### src/rtl/attention_pass_sequencer.sv
// attention_pass_sequencer: runs chained multi-pass MAC jobs and mirrors masked pass results into the scratchpad
module attention_pass_sequencer #(
   parameter int ADDR_W     = 12,
   parameter int DATA_W     = 32,
   parameter int MAX_PASSES = 4,
   parameter int PIDX_W     = 3
) (
   input  logic                  clk,
   input  logic                  reset,
   input  logic                  dut_valid,
   output logic                  dut_ready,
   input  logic [PIDX_W-1:0]     cfg_num_passes,
   input  logic [MAX_PASSES-1:0] cfg_scratch_mask,
   output logic                  mac_valid,
   input  logic                  mac_ready,
   output logic [ADDR_W-1:0]     weight_base_addr,
   output logic [ADDR_W-1:0]     result_base_addr,
   input  logic [ADDR_W-1:0]     mac_weight_raddr,
   input  logic                  mac_result_we,
   input  logic [ADDR_W-1:0]     mac_result_waddr,
   input  logic [DATA_W-1:0]     mac_result_wdata,
   output logic                  sp_we,
   output logic [ADDR_W-1:0]     sp_waddr,
   output logic [DATA_W-1:0]     sp_wdata,
   output logic [PIDX_W-1:0]     pass_idx,
   output logic                  busy,
   output logic                  done
);
   typedef enum logic [2:0] {IDLE, LAUNCH, RUN, ADVANCE, DONE} state_t;
   localparam int MASK_W = 2**PIDX_W;
   localparam logic [PIDX_W-1:0] MAXP = PIDX_W'(MAX_PASSES);
   state_t state, state_n;
   logic [PIDX_W-1:0] np;
   logic [MASK_W-1:0] mask;
   logic [ADDR_W-1:0] sp_base, last_res, last_res_n;
   logic seen_busy, accept, complete, mirror;
   always_comb begin
      state_n   = state;
      accept    = 1'b0;
      complete  = 1'b0;
      dut_ready = state == IDLE;
      busy      = state != IDLE;
      done      = state == DONE;
      mac_valid = (state == LAUNCH) && mac_ready;
      case (state)
         IDLE:    if (dut_valid) begin accept = 1'b1; state_n = LAUNCH; end
         LAUNCH:  if (mac_ready) state_n = RUN;
         RUN:     if (seen_busy && mac_ready) begin complete = 1'b1; state_n = ADVANCE; end
         ADVANCE: state_n = (pass_idx + PIDX_W'(1) == np) ? DONE : LAUNCH;
         default: state_n = IDLE;
      endcase
   end
   // a write landing in the completion cycle still counts toward the pass extent
   assign last_res_n = mac_result_we ? mac_result_waddr : last_res;
   assign mirror     = (state == RUN) && mask[pass_idx] && mac_result_we;
   always_ff @(posedge clk or posedge reset)
      if (reset) state <= IDLE;
      else       state <= state_n;
   always_ff @(posedge clk or posedge reset) begin
      if (reset) begin
         np               <= '0;
         mask             <= '0;
         weight_base_addr <= ADDR_W'(1);
         result_base_addr <= '0;
         pass_idx         <= '0;
         sp_base          <= '0;
         last_res         <= '0;
         seen_busy        <= 1'b0;
         sp_we            <= 1'b0;
         sp_waddr         <= '0;
         sp_wdata         <= '0;
      end else begin
         sp_we <= mirror;
         if (mirror) begin
            sp_waddr <= mac_result_waddr - result_base_addr + sp_base;
            sp_wdata <= mac_result_wdata;
         end
         if (accept) begin
            np <= (cfg_num_passes == '0) ? PIDX_W'(1) : (cfg_num_passes > MAXP) ? MAXP : cfg_num_passes;
            mask             <= MASK_W'(cfg_scratch_mask);
            weight_base_addr <= ADDR_W'(1);
            result_base_addr <= '0;
            pass_idx         <= '0;
            sp_base          <= '0;
         end
         if (state == LAUNCH && mac_ready) begin
            seen_busy <= 1'b0;
            last_res  <= result_base_addr - ADDR_W'(1);
         end
         if (state == RUN) begin
            if (!mac_ready) seen_busy <= 1'b1;
            last_res <= last_res_n;
         end
         if (complete) begin
            weight_base_addr <= mac_weight_raddr + ADDR_W'(1);
            result_base_addr <= last_res_n + ADDR_W'(1);
            if (mask[pass_idx]) sp_base <= sp_base + last_res_n - result_base_addr + ADDR_W'(1);
         end
         if (state == ADVANCE) pass_idx <= pass_idx + PIDX_W'(1);
      end
   end
endmodule

### config.mk
export PLATFORM = sky130hd
export DESIGN_NAME = attention_pass_sequencer
export DESIGN_NICKNAME = d
export VERILOG_FILES = /design/src/rtl/attention_pass_sequencer.sv
export SDC_FILE = /design/constraint.sdc
export NUM_CORES = 1
export LEC_CHECK = 0
export CAP_MARGIN = 20
export CELL_PAD_IN_SITES_DETAIL_PLACEMENT = 1
export CELL_PAD_IN_SITES_GLOBAL_PLACEMENT = 1
export CORE_MARGIN = 2
export CORE_UTILIZATION = 35
export DETAILED_ROUTE_END_ITERATION = 7
export PLACE_DENSITY = 0.84
export SKIP_LAST_GASP = 1
export SLEW_MARGIN = 15
export SYNTH_ARGS = -nofsm -noshare
export SYNTH_HDL_FRONTEND = slang
export SYNTH_SLANG_ARGS = --single-unit
export TNS_END_PERCENT = 50
### constraint.sdc
create_clock -name clk -period 3.34 [get_ports clk]
set_clock_uncertainty 0.1 [all_clocks]
set_input_delay 0.501 -clock clk [delete_from_list [all_inputs] [get_ports clk]]
set_output_delay 0.501 -clock clk [all_outputs]
set_load 0.01 [all_outputs]
==> reports/qor.yml, run 1 <==
status: "completed"
nFillCells: 2126
maxSlewViolCount: 0
antenna_found_initial: 0
core_area_sq_mm: 0.0185
start_kind: "input pin"
crit_required_ns: 3.54
wl_met1_um: 8730
final_nets: 1030
final_cell_area_sq_mm: 0.00898
power.leakage_nw: 4.21
synth.mux.area_fraction_pct: 3.53
clkLatencyLatePin_ns: 0.38
grt_max_degree: 52
place_area_sq_mm: 0.00865
ys_seq_area_share_pct: 40.9
postCtsSetupRepairBufs: 0
pwr_density_cell_mw_per_mm2: 1140
gr-usage-all-layers_pct: 20.4
wire_per_inst_um: 17.4
synth_compound_area_share_pct: 12.6
syn-mean-instance-area_sq_um: 9.06
synth_xor_area_share_pct: 6.28
final_util_pct: 48.5
holdWs_ns: 0.333
async_flop_share_pct: 100
vias_per_cell: 5.16
max_freq_ghz: 0.319
cap_violations: 0
wl_met3_um: 1020
rsz0062_at_grt: "no"
dp_hpwl_um: 15700
drc_errors: 0
finalWirelength_um: 20000
rows: 50
finalCriticalPeriod_ns: 3.13
dr.max_layer_used: "met4"
r2r_setup_slack_ns: 0.39
synth_edf_count: 0
hp-class: "input pin to asynchronous set/reset pin"
synth_top_family_by_area: "simple AND/OR/NAND/NOR gates"
syn_inst: 723
max-vdd-ir-drop_uv: 419
ioPinCount: 144
fin_total_pwr_w: 0.0102
die_x_um: 141
maxSlewHeadroom_pct: 57.1
tightest_slew_ns: 0.642
place_congestion: 0.922
cts_root_buffer: "clkbuf_16"
instances_no_fill: 1151
grt_overflow: 0
antenna_cells: 0
critPathCaptureType: "register"
synth.net_count: 841
fin_crit_sh_pct: 93.7
ys.flop_type: "dfrtp_1"
cts_tree: "done"
hold_buffers: 0
grt_pass1_wl_um: 32300
path_class: "input pin to register"
port_buffers: 143
die_area_sq_mm: 0.0198
drtIter0Drc: 258
dp_cells: 1135
r2r_cells: 11
mostFrequentLayoutCells: "158 x nand2_1, 142 x clkdlybuf4s50_1, 106 x dfrtp_1"
yosys_register_bits: 107
clkSinkCount: 107
hold_violations: 0
cts_buffers: 9
ant_nets: 0
yosys_warnings: 0
synthAdderAreaFrac_pct: 12.1
dr_wl_met2_um: 9920
synth_area_sq_mm: 0.00655
syn2layout_area_growth_pct: 37.1
final_common_cell: "nand2_1"
cts_max_level: 3
setup_viol: 0
path_max_fanout: 4
vias: 5935
initial_core_util_pct: 35.4
grt_pass1_vias: 6412
path_clk_slew_ns: 0.09
drive_above_1_share_pct: 10.6
synth_simple_gate_area_share_pct: 17.9
cts_buffer_depth: 2
rr_endpoint: "sp_waddr[8]"
reg2reg_from: "result_base_addr[0]"
drt-pass1-iter-count: 4
ys_types: 63
cp_data_arrival_time_ns: 3.33
die_h_um: 141
[cells by family after synthesis]
family / after synthesis
XOR/XNOR: 47
buffers and inverters: 112
multiplexers: 20
flip-flops: 107
AO/OA/AOI/OAI: 127
AND/OR/NAND/NOR: 260
adder cells (fa/ha/maj): 50
[cell usage after synthesis (all sizes together) (4+ instances only)]
cell type	number	area share, %
nor4	5	0.48
o221ai	8	1.1
clkbuf	14	0.80
nor2	18	1.1
o21bai	4	0.46
nand2	158	9.1
a211oi	5	0.57
ha	28	5.3
a21o	5	0.57
dfrtp	106	40
nand4	4	0.38
buf	11	0.90
inv	87	5.0
nand3b	5	0.57
a21oi	18	1.4
o211ai	4	0.53
a22o	4	0.53
xnor2	28	3.7
mux2	5	0.86
fa	22	6.7
nor3	7	0.53
mux2i	13	2.0
nand3	35	2.7
xor2	19	2.5
o21ai	52	4.0
o31ai	5	0.57
[power breakdown]
part / internal, W / total (W) / switching [W]
logic: 0.00326 / 0.00677 / 0.00351
registers: 0.00184 / 0.00235 / 0.000502
clock network: 0.000542 / 0.00112 / 0.000580
total: 0.00565 / 0.0102 / 0.00459
[layer usage]
metal | track usage (%) | up-vias
li1 | - | 2790
met1 | 25.8 | 2940
met2 | 36.1 | 176
met3 | 3.40 | 29
met4 | 6.11 | 0
met5 | 0 | -
[how the worst max path moves through the flow]
stage | to | cells past startpoint | from | slack (ns)
final | sp_base[9] | 11 | mac_result_waddr[2] | 0.21
after global routing | sp_base[11] | 11 | mac_result_waddr[2] | 0.10
after CTS | sp_base[11] | 12 | mac_result_we | 0.03
after detailed placement | sp_base[11] | 12 | mac_result_we | -0.35
after global placement | sp_base[9] | 12 | mac_result_we | -0.19
after floorplan | sp_base[11] | 11 | mac_result_we | 0.11
[state kept, by name, indices dropped and copies added (netlist names)]
register,count
sp_base,12
np,3
state,3
pass_idx,3
result_base_addr,12
last_res,12
sp_wdata,32
sp_we,1
mask,4
weight_base_addr,12
seen_busy,1
sp_waddr,12
[worst max-delay path: stages]
cell	delay (ns)
clkdlybuf4s50_1	0.63
mux2i_4	0.13
fa_1	0.50
inv_1	0.04
ha_1	0.33
a21o_1	0.18
a31oi_1	0.17
buf_4	0.17
o2111ai_1	0.15
a2111o_1	0.46
o211ai_2	0.08
[cell type report]
cell class / count / area (sq um) / area share [%]
timing repair buffer: 203 / 1910 / 21.3
tap: 234 / 293 / 3.26
inverter: 87 / 330 / 3.68
multi-input combinational: 504 / 3450 / 38.5
clock inverter: 7 / 88.8 / 0.989
sequential: 107 / 2680 / 29.8
clock buffer: 9 / 225 / 2.51
[repair_timing]
item                                    in CTS  in global routing
endpoints found under the setup margin       1                  6
pin swaps                                    0                  0
resized for setup                            1                  3
[through the flow]
stage / setup WS [ns] / setup TNS (ns)
4_1_cts: 0.0320 / 0
5_1_grt: 0.102 / 0
2_1_floorplan: 0.112 / 0
3_5_place_dp: -0.351 / -1.86
6_report: 0.210 / 0
3_3_place_gp: -0.190 / -0.944
Note: power is estimated with default switching activity, not from simulation.
==> run 2: changes to the inputs <==
- CORE_MARGIN: 2 -> not set
==> reports/qor.yml, run 2 (same netlist as run 1, synthesis figures left out) <==
cts.repair.resized: 0
min_path_cells: 2
maxSlewViolCount: 0
cts_tree: "done"
rr_endpoint: "sp_waddr[11]"
finalWirelength_um: 20200
switching_share_pct: 44.9
r2r_setup_slack_ns: 0.43
layout.area.seq_sq_mm: 0.00268
initial_core_util_pct: 36.1
intPower_w: 0.00566
status: "finished, violations left"
drtIter0Drc: 245
grt_max_degree: 64
start_kind: "input pin"
critPathCaptureType: "register"
hold_violations: 0
postCtsSetupRepairBufs: 0
clkLatencyLatePin_ns: 0.36
drive_above_1_share_pct: 11.0
dp_hpwl_um: 15700
clkSinkCount: 107
cp_data_arrival_time_ns: 3.42
fin_crit_sh_pct: 97.4
grt_pass1_vias: 6539
max_freq_ghz: 0.307
place_congestion: 0.886
port_buffers: 143
holdWs_ns: 0.375
pwr-share-clk_pct: 10.9
power_frac_comb_pct: 66.4
gr-usage-all-layers_pct: 21.8
final_nets: 1034
regMostFlops: "sp_wdata"
hp-class: "register to register"
cts_buffers: 9
path_max_fanout: 12
maxSlewHeadroom_pct: 55.8
die_h_um: 139
multi_input_area_sq_mm: 0.00345
cts_max_level: 3
drc_errors: 17
setup_viol: 0
core_area_sq_mm: 0.0181
nFillCells: 2103
syn2layout_area_growth_pct: 37.3
hold_buffers: 0
ioPinCount: 144
max-vdd-ir-drop_uv: 451
die_x_um: 139
final_common_cell: "nand2_1"
grt_overflow: 0
p_switching_w: 0.00461
vias_per_cell: 5.16
finalCriticalPeriod_ns: 3.25
vias: 5934
mostFrequentLayoutCells: "158 x nand2_1, 143 x clkdlybuf4s50_1, 106 x dfrtp_1"
seq_power_share_pct: 22.7
grt_pass1_wl_um: 33200
largest_reg_flops: 32
cts_root_buffer: "clkbuf_16"
cap_violations: 0
path_class: "input pin to register"
wire_per_inst_um: 17.6
violations: "design-rule violations"
final_util_pct: 49.6
rows: 49
reg2reg_from: "result_base_addr[6]"
tightest_slew_ns: 0.661
power.leakage_nw: 4.22
r2r_cells: 8
crit_required_ns: 3.51
ant_nets: 0
path_clk_slew_ns: 0.08
antenna_found_initial: 0
hold_path_end: "weight_base_addr[0]"
drt-pass1-iter-count: 7
die_area_sq_mm: 0.0193
hp-start: "weight_base_addr[0]"
cts_buffer_depth: 2
rsz0062_at_grt: "yes"
antenna_cells: 0
pwr_density_cell_mw_per_mm2: 1140
## run 2: worst max-delay path, cell delays in order
cell and delay [ns]:
clkdlybuf4s50_1 0.52, buf_12 0.17, mux2i_1 0.31, fa_1 0.46, inv_1 0.07, ha_1 0.26, a21o_1 0.18, a31oi_1 0.14
buf_4 0.15, o21ai_0 0.13, o31a_1 0.30, o31ai_1 0.21
## run 2: through the flow
step | TNS, ns | cell area [sq um] | total power [W] | worst slack (ns) | instances
2_1_floorplan | 0 | 6550 | 0.00615 | 0.112 | 723
3_3_place_gp | -0.473 | 8660 | 0.00868 | -0.133 | 1133
3_5_place_dp | -1.44 | 8660 | 0.00907 | -0.274 | 1133
4_1_cts | 0 | 8970 | 0.0103 | 0.0781 | 1149
5_1_grt | -0.104 | 8990 | 0.0111 | -0.0522 | 1150
6_report | 0 | 8990 | 0.0103 | 0.0878 | 1150
## run 2: power by group through the flow
stage	Combinational [W]	Clock, W	Sequential (W)
floorplan	0.00375	0	0.00240
global placement	0.00637	0	0.00231
detailed placement	0.00671	0	0.00236
CTS	0.00679	0.00114	0.00233
global route	0.00753	0.00119	0.00241
finish	0.00683	0.00112	0.00233
## run 2: layer usage
layer	vias to the layer above	part of all wire, %	GRT usage, %
met5	-	0	0
met4	0	1.4	6.37
met3	21	6.2	4.01
met2	165	50	39.3
met1	2943	43	26.4
li1	2805	-	-
## run 2: how the worst max path moves through the flow
stage,startpoint,end,slack (ns),cells past startpoint
6_report,mac_result_we,sp_base[11],0.09,12
5_1_grt,mac_result_we,sp_base[11],-0.05,12
4_1_cts,mac_result_we,sp_base[11],0.08,12
3_5_place_dp,mac_result_we,sp_base[11],-0.27,12
3_3_place_gp,mac_result_we,sp_base[11],-0.13,11
2_1_floorplan,mac_result_we,sp_base[11],0.11,11
## run 2: layout make-up
type	count	area share, %
Inverter	87	3.67
Sequential cell	107	29.8
Multi-Input combinational cell	504	38.3
Tap cell	229	3.19
Timing Repair Buffer	207	21.6
Clock inverter	7	0.960
Clock buffer	9	2.50
